File: src/rtl/mem_arb_pkg.sv
// Shared types and default constants for the CPU/DMA memory-port arbiter.
package mem_arb_pkg;

  typedef enum logic [0:0] {
    ST_ARB   = 1'b0,
    ST_BURST = 1'b1
  } arb_state_e;

  localparam int ADDR_W_DEF    = 14;
  localparam int MAX_WAIT_DEF  = 8;
  localparam int BURST_MAX_DEF = 16;

endpackage

File: src/rtl/mem_port_arb_if.sv
// Bundle of CPU, DMA and BRAM signals around the shared memory port.
// Handshake: a request is accepted in any cycle its requester sees the grant
// (CPU: cpu_req & ~cpu_stall, DMA: dma_gnt); an ungranted requester holds its
// request and payload stable until accepted.
interface mem_port_arb_if #(
  parameter int ADDR_W = 14
);
  logic              cpu_req;
  logic [3:0]        cpu_we;
  logic [ADDR_W-1:0] cpu_addr;
  logic [31:0]       cpu_din;
  logic              cpu_stall;
  logic              cpu_rvalid;
  logic [31:0]       cpu_dout;

  logic              dma_req;
  logic [3:0]        dma_we;
  logic [ADDR_W-1:0] dma_addr;
  logic [31:0]       dma_din;
  logic              dma_last;
  logic              dma_gnt;
  logic              dma_rvalid;
  logic [31:0]       dma_dout;

  logic              mem_en;
  logic [3:0]        mem_we;
  logic [ADDR_W-1:0] mem_addr;
  logic [31:0]       mem_din;
  logic [31:0]       mem_dout;

  // Requesters and the BRAM live on the master side.
  modport master (
    output cpu_req, cpu_we, cpu_addr, cpu_din,
    output dma_req, dma_we, dma_addr, dma_din, dma_last,
    output mem_dout,
    input  cpu_stall, cpu_rvalid, cpu_dout,
    input  dma_gnt, dma_rvalid, dma_dout,
    input  mem_en, mem_we, mem_addr, mem_din
  );

  modport slave (
    input  cpu_req, cpu_we, cpu_addr, cpu_din,
    input  dma_req, dma_we, dma_addr, dma_din, dma_last,
    input  mem_dout,
    output cpu_stall, cpu_rvalid, cpu_dout,
    output dma_gnt, dma_rvalid, dma_dout,
    output mem_en, mem_we, mem_addr, mem_din
  );

endinterface

File: src/rtl/mem_port_arb.sv
// Single-port BRAM arbiter: CPU priority with DMA starvation guard and locked
// DMA bursts; read data returns one cycle after a granted read.
module mem_port_arb
  import mem_arb_pkg::*;
#(
  parameter  int ADDR_W    = ADDR_W_DEF,
  parameter  int MAX_WAIT  = MAX_WAIT_DEF,
  parameter  int BURST_MAX = BURST_MAX_DEF,
  localparam int WAIT_W    = $clog2(MAX_WAIT + 1),
  localparam int BEAT_W    = $clog2(BURST_MAX + 1)
) (
  input  logic              clk,
  input  logic              rst,
  mem_port_arb_if.slave     bus,
  output arb_state_e        o_state,
  output logic [WAIT_W-1:0] o_wait_cnt,
  output logic [BEAT_W-1:0] o_beat_cnt
);

  arb_state_e        r_state;
  logic [WAIT_W-1:0] r_wait_cnt;
  logic [BEAT_W-1:0] r_beat_cnt;
  logic              r_cpu_rd;
  logic              r_dma_rd;

  arb_state_e        w_state_nxt;
  logic [WAIT_W-1:0] w_wait_nxt;
  logic [BEAT_W-1:0] w_beat_nxt;
  logic              w_cpu_grant;
  logic              w_dma_grant;
  logic              w_force_dma;

  assign w_force_dma = bus.dma_req && (r_wait_cnt == WAIT_W'(MAX_WAIT));

  always_ff @(posedge clk) begin
    if (!rst) begin
      r_state    <= ST_ARB;
      r_wait_cnt <= '0;
      r_beat_cnt <= '0;
      r_cpu_rd   <= 1'b0;
      r_dma_rd   <= 1'b0;
    end else begin
      r_state    <= w_state_nxt;
      r_wait_cnt <= w_wait_nxt;
      r_beat_cnt <= w_beat_nxt;
      r_cpu_rd   <= w_cpu_grant && (bus.cpu_we == 4'h0);
      r_dma_rd   <= w_dma_grant && (bus.dma_we == 4'h0);
    end
  end

  always_comb begin
    w_state_nxt = r_state;
    w_beat_nxt  = r_beat_cnt;
    unique case (r_state)
      ST_ARB: begin
        w_beat_nxt = '0;
        if (w_dma_grant && !bus.dma_last && (BURST_MAX > 1)) begin
          w_state_nxt = ST_BURST;
          w_beat_nxt  = BEAT_W'(1);
        end
      end
      ST_BURST: begin
        if (w_dma_grant) begin
          // Beat count reaching BURST_MAX ends the lock even without dma_last.
          if (bus.dma_last || (r_beat_cnt == BEAT_W'(BURST_MAX - 1))) begin
            w_state_nxt = ST_ARB;
            w_beat_nxt  = '0;
          end else begin
            w_beat_nxt = r_beat_cnt + BEAT_W'(1);
          end
        end
      end
      default: begin
        w_state_nxt = ST_ARB;
        w_beat_nxt  = '0;
      end
    endcase

    w_wait_nxt = '0;
    if (bus.dma_req && !w_dma_grant) begin
      w_wait_nxt = (r_wait_cnt == WAIT_W'(MAX_WAIT)) ? r_wait_cnt : r_wait_cnt + WAIT_W'(1);
    end
  end

  always_comb begin
    w_cpu_grant = 1'b0;
    w_dma_grant = 1'b0;
    if (rst) begin
      unique case (r_state)
        ST_ARB: begin
          if (w_force_dma)      w_dma_grant = 1'b1;
          else if (bus.cpu_req) w_cpu_grant = 1'b1;
          else if (bus.dma_req) w_dma_grant = 1'b1;
        end
        ST_BURST: w_dma_grant = bus.dma_req;
        default: begin
          w_cpu_grant = 1'b0;
          w_dma_grant = 1'b0;
        end
      endcase
    end

    bus.mem_en   = w_cpu_grant || w_dma_grant;
    bus.mem_we   = 4'h0;
    bus.mem_addr = '0;
    bus.mem_din  = '0;
    if (w_cpu_grant) begin
      bus.mem_we   = bus.cpu_we;
      bus.mem_addr = bus.cpu_addr;
      bus.mem_din  = bus.cpu_din;
    end else if (w_dma_grant) begin
      bus.mem_we   = bus.dma_we;
      bus.mem_addr = bus.dma_addr;
      bus.mem_din  = bus.dma_din;
    end

    bus.cpu_stall = rst && bus.cpu_req && !w_cpu_grant;
    bus.dma_gnt   = w_dma_grant;

    // Return flags are masked while reset is held, since they clear only at the edge.
    bus.cpu_rvalid = rst && r_cpu_rd;
    bus.dma_rvalid = rst && r_dma_rd;
    bus.cpu_dout   = bus.cpu_rvalid ? bus.mem_dout : 32'h0;
    bus.dma_dout   = bus.dma_rvalid ? bus.mem_dout : 32'h0;
  end

  assign o_state    = r_state;
  assign o_wait_cnt = r_wait_cnt;
  assign o_beat_cnt = r_beat_cnt;

endmodule

File: src/flat_wrapper.sv
// flat-port wrapper written by rule: the top's interface ports become plain ports
module mem_port_arb_flat import mem_arb_pkg::*;
#(
  parameter  int ADDR_W    = ADDR_W_DEF,
  parameter  int MAX_WAIT  = MAX_WAIT_DEF,
  parameter  int BURST_MAX = BURST_MAX_DEF,
  localparam int WAIT_W    = $clog2(MAX_WAIT + 1),
  localparam int BEAT_W    = $clog2(BURST_MAX + 1)
)
  (clk, rst, o_state, o_wait_cnt, o_beat_cnt, bus_cpu_req, bus_cpu_we, bus_cpu_addr, bus_cpu_din, bus_dma_req, bus_dma_we, bus_dma_addr, bus_dma_din, bus_dma_last, bus_mem_dout, bus_cpu_stall, bus_cpu_rvalid, bus_cpu_dout, bus_dma_gnt, bus_dma_rvalid, bus_dma_dout, bus_mem_en, bus_mem_we, bus_mem_addr, bus_mem_din);
  mem_port_arb_if #(.ADDR_W(ADDR_W)) bus_i ();
  input  logic clk;
  input  logic rst;
  output arb_state_e o_state;
  output logic [WAIT_W-1:0] o_wait_cnt;
  output logic [BEAT_W-1:0] o_beat_cnt;
  input wire logic [$bits(bus_i.cpu_req)-1:0] bus_cpu_req;
  input wire logic [$bits(bus_i.cpu_we)-1:0] bus_cpu_we;
  input wire logic [$bits(bus_i.cpu_addr)-1:0] bus_cpu_addr;
  input wire logic [$bits(bus_i.cpu_din)-1:0] bus_cpu_din;
  input wire logic [$bits(bus_i.dma_req)-1:0] bus_dma_req;
  input wire logic [$bits(bus_i.dma_we)-1:0] bus_dma_we;
  input wire logic [$bits(bus_i.dma_addr)-1:0] bus_dma_addr;
  input wire logic [$bits(bus_i.dma_din)-1:0] bus_dma_din;
  input wire logic [$bits(bus_i.dma_last)-1:0] bus_dma_last;
  input wire logic [$bits(bus_i.mem_dout)-1:0] bus_mem_dout;
  output wire logic [$bits(bus_i.cpu_stall)-1:0] bus_cpu_stall;
  output wire logic [$bits(bus_i.cpu_rvalid)-1:0] bus_cpu_rvalid;
  output wire logic [$bits(bus_i.cpu_dout)-1:0] bus_cpu_dout;
  output wire logic [$bits(bus_i.dma_gnt)-1:0] bus_dma_gnt;
  output wire logic [$bits(bus_i.dma_rvalid)-1:0] bus_dma_rvalid;
  output wire logic [$bits(bus_i.dma_dout)-1:0] bus_dma_dout;
  output wire logic [$bits(bus_i.mem_en)-1:0] bus_mem_en;
  output wire logic [$bits(bus_i.mem_we)-1:0] bus_mem_we;
  output wire logic [$bits(bus_i.mem_addr)-1:0] bus_mem_addr;
  output wire logic [$bits(bus_i.mem_din)-1:0] bus_mem_din;
  assign bus_i.cpu_req = bus_cpu_req;
  assign bus_i.cpu_we = bus_cpu_we;
  assign bus_i.cpu_addr = bus_cpu_addr;
  assign bus_i.cpu_din = bus_cpu_din;
  assign bus_i.dma_req = bus_dma_req;
  assign bus_i.dma_we = bus_dma_we;
  assign bus_i.dma_addr = bus_dma_addr;
  assign bus_i.dma_din = bus_dma_din;
  assign bus_i.dma_last = bus_dma_last;
  assign bus_i.mem_dout = bus_mem_dout;
  assign bus_cpu_stall = bus_i.cpu_stall;
  assign bus_cpu_rvalid = bus_i.cpu_rvalid;
  assign bus_cpu_dout = bus_i.cpu_dout;
  assign bus_dma_gnt = bus_i.dma_gnt;
  assign bus_dma_rvalid = bus_i.dma_rvalid;
  assign bus_dma_dout = bus_i.dma_dout;
  assign bus_mem_en = bus_i.mem_en;
  assign bus_mem_we = bus_i.mem_we;
  assign bus_mem_addr = bus_i.mem_addr;
  assign bus_mem_din = bus_i.mem_din;
  mem_port_arb #(.ADDR_W(ADDR_W), .MAX_WAIT(MAX_WAIT), .BURST_MAX(BURST_MAX)) u_core (.clk(clk), .rst(rst), .bus(bus_i), .o_state(o_state), .o_wait_cnt(o_wait_cnt), .o_beat_cnt(o_beat_cnt));
endmodule
File: config.mk
export PLATFORM = sky130hd
export DESIGN_NAME = mem_port_arb_flat
export DESIGN_NICKNAME = d
export VERILOG_FILES = /design/src/rtl/mem_arb_pkg.sv /design/src/rtl/mem_port_arb_if.sv /design/src/rtl/mem_port_arb.sv /design/src/flat_wrapper.sv
export SDC_FILE = /design/constraint.sdc
export NUM_CORES = 1
export LEC_CHECK = 0
export ABC_AREA = 0
export BUFFER_PORTS_ARGS = -buffer_cell sky130_fd_sc_hd__buf_4
export CORE_AREA = 2 2 102 104
export CTS_BUF_LIST = sky130_fd_sc_hd__clkbuf_16
export DETAILED_ROUTE_END_ITERATION = 8
export DIE_AREA = 0 0 104 106
export GPL_ROUTABILITY_DRIVEN = 0
export PLACE_DENSITY = 0.56
export SYNTH_ARGS = -nofsm -noshare
export SYNTH_HDL_FRONTEND = slang
export SYNTH_SLANG_ARGS = --single-unit
File: constraint.sdc
create_clock -name clk -period 2.8 [get_ports clk]
set_clock_uncertainty 0.2 [all_clocks]
set_input_delay 0.42 -clock clk [delete_from_list [all_inputs] [get_ports clk]]
set_output_delay 0.42 -clock clk [all_outputs]
set_load 0.005 [all_outputs]
# Word level (Yosys, flattened, before mapping)
# Cells that the tools add are included.
# classes
addsub,2
mul,0
div,0
n_lt_le_gt_ge,0
n_eq_ne,3
shift,0
n_mux,25
bitwise,1
reduce_logical,17
# ops
operator,n
32-bit 2-to-1 mux,4
14-bit 2-to-1 mux,2
1-bit 2-to-1 mux,12
5-bit 2-to-1 mux,2
5-bit one-hot mux with 2 select lines,1
1-bit logical AND,9
4-bit logical NOT,2
4-bit 2-to-1 mux,2
5-bit by 1-bit adder with 5-bit output (second input constant),1
5-bit by 4-bit == test with 1-bit output (second input constant),1
4-bit by 1-bit adder with 4-bit output (second input constant),1
4-bit == test (second input constant),1
1-bit one-hot mux with 2 select lines,2
1-bit logical NOT,3
1-bit logical OR,2
2-bit inequality test (second input constant),1
2-bit AND reduction,1
1-bit inverter,1
# totals
regBits,12
latchBits,0
mem_bits_rw,0
rom_bits,0
in_bits,137
output_inout_bits,129
wordCells,53
n_memories,0

# Longest topological paths before layout
# Gate-level depths: netlist of run 1.
# logic_depth
word_depth,8
mapped_depth,8
depth_no_buf,6

# Worst setup path after synthesis of run 1
# No wires, ideal clock.
# synth_path
kind,register to output
start,register u_core.r_wait_cnt[0] (netlist: u_core.o_wait_cnt[0])
end,output port bus_mem_addr[0]
t_arrival_ps,1446
required_ps,2180
setup_slack_ps,734
path_stages_with_launch,9
n_path_buf,3
cell_sequence,dfxtp_1 > inv_1 > ha_1 > and3b_1 > buf_6 > a21o_1 > buf_6 > buf_6 > o22ai_1
# synth_via
elab_chain_len,7
# synth_rtl
item,line,text
"start, declared",mem_port_arb.sv:21,logic [WAIT_W-1:0] r_wait_cnt;
"start signal, assigned",mem_port_arb.sv:44,r_wait_cnt <= w_wait_nxt;
4-bit == test (*),mem_port_arb.sv:33,assign w_force_dma = bus.dma_req && (r_wait_cnt == WAIT_W'(MAX_WAIT));
1-bit logical AND (*),mem_port_arb.sv:33,
1-bit 2-to-1 mux,mem_port_arb.sv:91,if (w_force_dma) w_dma_grant = 1'b1;
1-bit one-hot mux with 2 select lines,mem_port_arb.sv:89,unique case (r_state)
1-bit 2-to-1 mux,mem_port_arb.sv:88,if (rst) begin
14-bit 2-to-1 mux,mem_port_arb.sv:111,end else if (w_dma_grant) begin
14-bit 2-to-1 mux (*),mem_port_arb.sv:107,if (w_cpu_grant) begin
"end, declared",flat_wrapper.sv:35,output wire logic [$bits(bus_i.mem_addr)-1:0] bus_mem_addr;
# Mark *: on every way between the ends. The rest lies on a longest branch, timed or not.

# Worst setup path in the final report of run 1
# layout_path
start,register u_core.r_wait_cnt[0] (netlist: u_core.o_wait_cnt[0])
end,output port bus_mem_we[0]
# layout_via
elab_chain_len,7
# layout_rtl
item,line,text
4-bit == test (*),mem_port_arb.sv:33,
1-bit logical AND (*),mem_port_arb.sv:33,
1-bit 2-to-1 mux,mem_port_arb.sv:91,
1-bit one-hot mux with 2 select lines,mem_port_arb.sv:89,
1-bit 2-to-1 mux,mem_port_arb.sv:88,
4-bit 2-to-1 mux,mem_port_arb.sv:111,
4-bit 2-to-1 mux (*),mem_port_arb.sv:107,
"end, declared",flat_wrapper.sv:34,output wire logic [$bits(bus_i.mem_we)-1:0] bus_mem_we;
# Marked as above.

==> results.json, run 1 <==
{
  "status": "finished, final reports clean",
  "dp_hpwl_um": 7990,
  "slew_violations": 0,
  "setup_violations": 0,
  "grt_pass1_vias": 3058,
  "drv_cap": 0,
  "fp.dieW_um": 104,
  "fin_nets": 706,
  "cts_tree": "built",
  "cts_setup_buffers": 0,
  "cts_resized": 0,
  "initial_core_util_pct": 22.0,
  "ios": 266,
  "die-area_sq_um": 11000,
  "tns_ns": 0,
  "cp-endpoint": "bus_mem_we[0]",
  "r2r.worst_path.cells": 6,
  "p_clk_share_pct": 28.8,
  "place_ws_ns": 0.480,
  "ant_nets": 0,
  "synthAdderAreaFrac_pct": 2.28,
  "critPathLaunch": "u_core.o_wait_cnt[0]",
  "wl_per_cell_um": 14.1,
  "ys_seq_elements": 12,
  "min_period_over_period_pct": 91.6,
  "r2r_start": "u_core.o_beat_cnt[0]",
  "h-tree-depth": 1,
  "synth_nets": 469,
  "slew_headroom_pct": 42.1,
  "drt_iter0_drc": 120,
  "netlist_area_sq_um": 2200,
  "syn2layout_area_growth_pct": 94.6,
  "synthCells": 328,
  "yosys_warnings": 0,
  "final_common_cell": "buf_4",
  "hp-class": "in -> reg",
  "final_layout_size_suffix_gt1_share_pct": 56.1,
  "fin_ws_ns": 0.235,
  "die_h_um": 106,
  "final_cells": 699,
  "hold_buffers": 0,
  "placed_cells": 696,
  "period_needed_ns": 2.57,
  "vias_per_cell": 4.70,
  "rsz0062_at_grt": "false",
  "p_seq_share_pct": 20.3,
  "endpoint_kind": "output port",
  "io_buffers": 265,
  "synth_mux_area_share_pct": 0,
  "max_clock_freq_ghz": 0.390,
  "grt_pass1_wl_um": 15100,
  "layout_common_cells": "268 x buf_4, 106 x nand2_1, 66 x and3_1",
  "synth_xor_area_share_pct": 0.796,
  "multiInputGateArea_sq_um": 1700,
  "clock-sinks": 12,
  "hold_violations": 0,
  "vias": 3285,
  "cts_buffers": 3,
  "root_buffer": "clkbuf_16",
  "grt_max_degree": 57,
  "wirelength_um": 9870,
  "synth_top_family_by_area": "simple AND/OR/NAND/NOR gates",
  "cp_max_fo": 50,
  "slowest_stage": "dfxtp_1",
  "antenna_found_initial": 0,
  "yosysUniqueCellTypes": 34,
  "yosys.area_share.simple_pct": 44.1,
  "clkTransAtPathRegs_ns": 0.04,
  "p_total_uw": 877,
  "clockBufferDepth": 2,
  "tightest_slew_ns": 0.867,
  "peakVddDrop_v": 0.000156,
  "insertion_delay_ns": 0.24,
  "p_int_uw": 615,
  "seq_area_frac_synth_pct": 10.9,
  "cp.arrival_ns": 1.95,
  "worstPathCellList": "inv_1 -> ha_1 -> and3b_1 -> o21ai_4 -> buf_12 -> o22ai_1 -> buf_4",
  "start_kind": "register",
  "power.share.combinational_pct": 50.9,
  "rows": 37,
  "cpPeakStageDelay_ns": 0.38,
  "seqCellArea_sq_um": 240,
  "power-per-cell-area_nw_per_um2": 205,
  "drc": 0,
  "num_antenna_cells": 0,
  "ys.flop_type": "dfxtp_1",
  "avgSynthCellArea_sq_um": 6.71,
  "static-leakage-power_uw": 0.00238,
  "r2r_slack_ns": 0.92,
  "cp.required_ns": 2.18,
  "grt_overflow_total": 0,
  "critPathKind": "reg -> out",
  "switchingPower_uw": 262,
  "reg2reg_to": "u_core.o_beat_cnt[0]",
  "nFillCells": 1079,
  "dr.pass1.iters": 4,
  "synth_edf_count": 0,
  "async_flop_share_pct": 0,
  "core_area_sq_um": 10000,
  "synth_compound_area_share_pct": 30.1,
  "track_usage_pct": 16.2,
  "switching_share_pct": 29.9
}
## state kept, by name (all words and copies together), names as in the netlist
register	cells
u_core.o_wait_cnt	4
u_core.o_beat_cnt	5
u_core.r_cpu_rd	1
u_core.r_dma_rd	1
u_core.o_state	1
## layout make-up
| cell class | instances | area share [%] |
|---|---|---|
| Clock buffer | 3 | 1.75 |
| Multi-Input combinational cell | 271 | 39.7 |
| Tap cell | 136 | 3.98 |
| Timing Repair Buffer | 271 | 48.4 |
| Inverter | 6 | 0.526 |
| Sequential cell | 12 | 5.61 |
## per-layer routing
| layer | up-vias | routed length, um | GRT usage, % |
|---|---|---|---|
| li1 | 1628 | - | - |
| met1 | 1479 | 3620 | 17.4 |
| met2 | 166 | 5320 | 32.5 |
| met3 | 12 | 812 | 3.07 |
| met4 | 0 | 112 | 3.38 |
| met5 | - | 0 | 0 |
## worst max-delay path, delay by kind of cell (launching register included)
family / cells / cell delay, ns
compound gates: 2 / 0.33
flops: 1 / 0.38
buf+inv: 3 / 0.51
fa+ha+maj: 1 / 0.19
simple gates: 1 / 0.25
## worst min path at each step
stage / start / slack, ns / cells past startpoint / endpoint
after global routing: bus_cpu_we[0] / 0.29 / 4 / u_core.r_cpu_rd
after CTS: bus_cpu_we[3] / 0.26 / 4 / u_core.r_cpu_rd
after global placement: u_core.o_wait_cnt[0] / 0.29 / 1 / u_core.o_wait_cnt[0]
final: bus_cpu_we[0] / 0.26 / 4 / u_core.r_cpu_rd
after detailed placement: u_core.o_wait_cnt[0] / 0.30 / 1 / u_core.o_wait_cnt[0]
after floorplan: u_core.o_beat_cnt[1] / 0.28 / 2 / u_core.o_beat_cnt[1]
## cell usage after synthesis, types with 2 or more instances
| cell type | count | share of area (%) |
|---|---|---|
| buf_6 | 11 | 5.6 |
| nor2_1 | 6 | 1.0 |
| and3_1 | 66 | 19 |
| a21oi_1 | 8 | 1.8 |
| and2_1 | 2 | 0.57 |
| clkbuf_1 | 23 | 3.9 |
| nand2_1 | 106 | 18 |
| nand4b_1 | 2 | 0.80 |
| o22ai_2 | 39 | 22 |
| dfxtp_1 | 12 | 11 |
| nor3_1 | 6 | 1.4 |
| o21ai_0 | 2 | 0.46 |
| nand3_1 | 3 | 0.68 |
| buf_2 | 4 | 0.91 |
| o22ai_1 | 11 | 3.1 |
| inv_1 | 6 | 1.0 |
| ha_1 | 4 | 2.3 |
## cells by family (layout without fill, tap and decap cells)
| family | count (synthesis) | count (layout) |
|---|---|---|
| xor+xnor | 2 | 2 |
| fa+ha+maj | 4 | 4 |
| buf+inv | 45 | 280 |
| compound gates | 66 | 66 |
| simple gates | 199 | 199 |
| flops | 12 | 12 |
## metrics by stage
stage	area [sq um]	hold WS (ns)	utilization, %
after global routing	4280	0.287	42.8
after CTS	4280	0.265	42.8
final	4280	0.261	42.8
after global placement	4210	0.292	42.1
after detailed placement	4210	0.304	42.1
after floorplan	2200	0.285	-
## power by group through the flow
stage	registers (uW)	logic, uW	clock network (uW)
4_1_cts	178	453	262
2_1_floorplan	179	203	0
3_3_place_gp	181	446	0
3_5_place_dp	181	452	0
5_1_grt	179	487	270
6_report	178	446	253
No activity file was read; power rests on OpenSTA's default activity.
==> inputs of run 2 (changes only) <==
- SETUP_SLACK_MARGIN: default -> 0.3
==> run 2 against run 1 <==
Compared with the run above:
- sequential cell count unchanged
- critical path depth increased by 1
- clock-buffer cell count unchanged
- design area increased by 3.4%
- highest routed layer unchanged
- combinational power increased by 8.1%
- final cell count increased by 0.72%
- hold slack got worse by 0.011 ns
==> results.json, run 2 (synthesized netlist as in run 1, its figures left out) <==
{
  "worstHoldEndpoint": "u_core.o_wait_cnt[0]",
  "insertion_delay_ns": 0.24,
  "period_needed_ns": 2.46,
  "core_area_sq_um": 10000,
  "vias_per_cell": 4.73,
  "fin_nets": 711,
  "final_layout_size_suffix_gt1_share_pct": 57.2,
  "r2r_start": "u_core.o_beat_cnt[0]",
  "drt_iter0_drc": 126,
  "wl_per_cell_um": 14.9,
  "tightest_slew_ns": 0.873,
  "endpoint_kind": "output port",
  "syn2layout_area_growth_pct": 101,
  "cts_buffers": 3,
  "placed_cells": 696,
  "cp.arrival_ns": 1.84,
  "min_period_over_period_pct": 87.7,
  "die-area_sq_um": 11000,
  "vias": 3331,
  "final_common_cell": "buf_4",
  "r2r.worst_path.cells": 6,
  "r2r_slack_ns": 0.89,
  "cp.required_ns": 2.18,
  "clock-sinks": 12,
  "wirelength_um": 10500,
  "dr.pass1.iters": 4,
  "grt_max_degree": 57,
  "reg2reg_to": "u_core.o_beat_cnt[0]",
  "die_h_um": 106,
  "ant_nets": 0,
  "status": "finished, final reports clean",
  "track_usage_pct": 16.8,
  "hold_violations": 0,
  "clkTransAtPathRegs_ns": 0.04,
  "dp_hpwl_um": 7990,
  "antenna_found_initial": 0,
  "final_cells": 704,
  "ios": 266,
  "fp.dieW_um": 104,
  "clockBufferDepth": 2,
  "slew_headroom_pct": 41.7,
  "grt_pass1_wl_um": 15600,
  "io_buffers": 265,
  "rows": 37,
  "max_clock_freq_ghz": 0.407,
  "peakVddDrop_v": 0.000159,
  "start_kind": "register",
  "h-tree-depth": 1,
  "power-per-cell-area_nw_per_um2": 207,
  "postPlaceCellArea_sq_um": 4210,
  "tns_ns": 0,
  "rsz0062_at_grt": "true",
  "hold_buffers": 0,
  "critPathKind": "reg -> out",
  "initial_core_util_pct": 22.0,
  "largest_register_ffs": 5,
  "drv_cap": 0,
  "grt_overflow_total": 0,
  "holdPathStages": 1,
  "setup_violations": 0,
  "drc": 0,
  "layout_common_cells": "268 x buf_4, 106 x nand2_1, 66 x and3_1",
  "final_area_sq_um": 4430,
  "static-leakage-power_uw": 0.00244,
  "hp-start": "u_core.o_wait_cnt[0]",
  "cp_max_fo": 12,
  "num_antenna_cells": 0,
  "cts_tree": "built",
  "grt_pass1_vias": 3118,
  "slew_violations": 0,
  "root_buffer": "clkbuf_16",
  "hp-class": "reg -> reg"
}
[run 2: worst max path at each step]
stage	start	end	slack, ns	depth (start not counted)
after detailed placement	u_core.o_wait_cnt[0]	bus_mem_din[5]	0.48	7
after global routing	u_core.o_wait_cnt[0]	bus_mem_din[17]	0.27	8
final	u_core.o_wait_cnt[0]	bus_mem_din[23]	0.34	8
after CTS	u_core.o_wait_cnt[0]	bus_mem_din[6]	0.31	7
after floorplan	u_core.o_wait_cnt[0]	bus_mem_addr[0]	0.73	8
after global placement	u_core.o_wait_cnt[0]	bus_mem_din[5]	0.50	7
[run 2: metal layers]
layer  up-vias  global-route usage [%]  part of all wire, %
met5         -                       0                    0
met4         0                    3.09                 0.92
met3        10                    3.07                  7.8
met2       164                    34.2                   54
met1      1516                    18.0                   37
li1       1641                       -                    -
[run 2: power by group]
| group | internal, uW | switching (uW) |
|---|---|---|
| Combinational | 279 | 203 |
| Sequential | 174 | 4.69 |
| Clock | 186 | 68.8 |
[run 2: through the flow]
| step | utilization (%) | setup WS (ns) | total power, uW | hold WS [ns] |
|---|---|---|---|---|
| 5_1_grt | 44.3 | 0.267 | 973 | 0.274 |
| 4_1_cts | 43.5 | 0.309 | 911 | 0.253 |
| 3_3_place_gp | 42.1 | 0.499 | 627 | 0.292 |
| 3_5_place_dp | 42.1 | 0.480 | 633 | 0.304 |
| 6_report | 44.3 | 0.345 | 914 | 0.250 |
| 2_1_floorplan | - | 0.734 | 382 | 0.285 |
[run 2: cell type report]
class | count | area [sq um]
fillers | 1064 | 5570
repair buffers | 276 | 2200
multi-input cells | 271 | 1720
flip-flops and latches | 12 | 243
well taps | 136 | 170
clock buffers | 3 | 75.1
inverters | 6 | 22.5
[run 2: timing repair]
action,4_1_cts,5_1_grt
pin swaps,0,1
gates resized for setup,6,2
setup buffers,0,1
cloned,2,2
endpoints found under the setup margin,50,50
[run 2: worst max-delay path, cell delays in order, from the launching register on]
cell and delay (ns):
dfxtp_2 0.35, inv_1 0.05, ha_1 0.18, and3b_2 0.26
o21ai_4 0.18, buf_12 0.15, clkbuf_16 0.18, o22ai_2 0.09
buf_4 0.14
==> inputs of run 3 (changes only) <==
- ABC_AREA: 0 -> 1
- PLACE_DENSITY: 0.56 -> 0.51
==> run 3 against run 2 <==
Compared with the run above:
- die area unchanged
- clock power about the same
- worst setup slack improved by 0.12 ns
- sequential cell count did not move
- critical path type unchanged
- largest cell class unchanged
==> results.json, run 3 <==
{
  "status": "finished, final reports clean",
  "layout_common_cells": "268 x buf_4, 160 x nand2_1, 78 x nor2_1",
  "io_buffers": 265,
  "antenna_found_initial": 0,
  "synth_area_leader_cell": "nand2_1",
  "hold_violations": 0,
  "place_ws_ns": 0.577,
  "final_common_cell": "buf_4",
  "ys_seq_elements": 12,
  "clock-sinks": 12,
  "cp.required_ns": 2.18,
  "vias": 3003,
  "wirelength_um": 8980,
  "final_cells": 750,
  "grt_max_degree": 48,
  "synth_xor_area_share_pct": 1.05,
  "drv_cap": 0,
  "start_kind": "register",
  "rsz0062_at_grt": "false",
  "rows": 37,
  "synthCells": 357,
  "dp_hpwl_um": 7470,
  "yosysTopAreaCellShare_pct": 35.9,
  "peakVddDrop_v": 0.000162,
  "synth_edf_count": 0,
  "wl_per_cell_um": 12.0,
  "holdPathStages": 2,
  "fin_ws_ns": 0.467,
  "tightest_slew_ns": 0.544,
  "ant_nets": 0,
  "fp.dieW_um": 104,
  "insertion_delay_ns": 0.24,
  "core_area_sq_um": 10000,
  "hold_ws_ns": 0.179,
  "syn2layout_area_growth_pct": 133,
  "tns_ns": 0,
  "yosys.area_share.simple_pct": 58.7,
  "h-tree-depth": 1,
  "dr.pass1.iters": 4,
  "min_period_over_period_pct": 83.3,
  "static-leakage-power_uw": 0.00246,
  "p_total_uw": 798,
  "async_flop_share_pct": 0,
  "synth_nets": 498,
  "final_layout_size_suffix_gt1_share_pct": 46.1,
  "drc": 0,
  "ys.flop_type": "dfxtp_1",
  "grt_pass1_vias": 2770,
  "fin_nets": 757,
  "netlist_area_sq_um": 1670,
  "largest_register_ffs": 5,
  "r2r.worst_path.cells": 9,
  "grt_pass1_wl_um": 13300,
  "endpoint_kind": "output port",
  "yosysUniqueCellTypes": 21,
  "cts_tree": "built",
  "max_clock_freq_ghz": 0.429,
  "hp-class": "in -> reg",
  "synthTopCellsByCount": "160 x nand2_1, 78 x nor2_1, 53 x inv_1, 12 x dfxtp_1, 9 x nand3_1",
  "avgSynthCellArea_sq_um": 4.69,
  "synth_top_family_by_area": "simple AND/OR/NAND/NOR gates",
  "num_antenna_cells": 0,
  "ios": 266,
  "netlist_top_cells_area": "nand2_1 36%, nor2_1 18%, dfxtp_1 14%",
  "synth_compound_area_share_pct": 3.89,
  "synth_mux_area_share_pct": 0,
  "vias_per_cell": 4.00,
  "initial_core_util_pct": 16.7,
  "setup_violations": 0,
  "die_h_um": 106,
  "root_buffer": "clkbuf_16",
  "cts_buffers": 3,
  "period_needed_ns": 2.33,
  "slew_violations": 0,
  "clockBufferDepth": 2,
  "die-area_sq_um": 11000,
  "drt_iter0_drc": 180,
  "yosys_warnings": 0,
  "seq_area_frac_synth_pct": 14.4,
  "slew_headroom_pct": 63.6,
  "power-per-cell-area_nw_per_um2": 205,
  "yosysMostFrequentCell": "nand2_1",
  "grt_overflow_total": 0,
  "cp_max_fo": 20,
  "track_usage_pct": 14.4,
  "placed_cells": 746,
  "hold_buffers": 0,
  "critPathKind": "reg -> out",
  "clkTransAtPathRegs_ns": 0.04,
  "synthAdderAreaFrac_pct": 2.99,
  "cp.arrival_ns": 1.71
}
-- run 3: cells by family (layout without fill, tap and decap cells) --
group                    after synthesis  in the layout
AO/OA/AOI/OAI                         12             12
XOR/XNOR                               2              2
adder cells (fa/ha/maj)                4              4
buffers and inverters                 73            330
flip-flops                            12             12
AND/OR/NAND/NOR                      254            254
-- run 3: final timing paths --
| path | start | end | slack, ns |
|---|---|---|---|
| min | bus_dma_we[3] | u_core.r_dma_rd | 0.18 |
| min reg2reg | u_core.o_wait_cnt[0] | u_core.o_wait_cnt[0] | 0.25 |
| max | u_core.o_wait_cnt[0] | bus_mem_addr[11] | 0.47 |
| max reg2reg | u_core.o_beat_cnt[0] | u_core.o_beat_cnt[4] | 0.92 |
-- run 3: critical path: stages (launching register included) --
cell and delay, ns:
dfxtp_2 0.35, inv_1 0.05, ha_1 0.20, nand3_1 0.12
nand2_1 0.10, nand2_2 0.12, inv_2 0.07, buf_4 0.20
nand2_1 0.07, nand2_1 0.06, buf_4 0.13
-- run 3: routing by layer --
metal | part of all wire [%] | wire length [um] | GRT usage (%) | vias to the layer above
met5 | 0 | 0 | 0 | -
li1 | - | - | - | 1555
met4 | 0.97 | 87 | 2.22 | 0
met2 | 51 | 4610 | 27.0 | 178
met1 | 38 | 3400 | 16.4 | 1262
met3 | 9.8 | 883 | 4.17 | 8
-- run 3: repair_timing --
action | in CTS | in global routing
resized for setup | 0 | 7
endpoints found under the setup margin | 0 | 48
buffers inserted | 0 | 0
-- run 3: per-stage QoR --
| step | utilization, % | cell area, sq um |
|---|---|---|
| floorplan | - | 1670 |
| detailed placement | 37.8 | 3770 |
| finish | 39.0 | 3900 |
| global route | 39.0 | 3900 |
| CTS | 38.5 | 3850 |
| global placement | 37.8 | 3770 |
-- run 3: cell type report --
class                      instances  area [sq um]
fill                            1089          6100
multi-input combinational        272          1120
sequential                        12           243
timing repair buffer             271          2080
clock buffer                       3          75.1
inverter                          56           213
tap                              136           170
-- run 3: report_power, final --
part | internal [uW] | total (uW) | leakage (uW) | switching (uW)
Combinational | 222 | 364 | 0.00233 | 142
Sequential | 174 | 178 | 0.0000979 | 3.94
Clock | 186 | 256 | 0.0000370 | 70.0
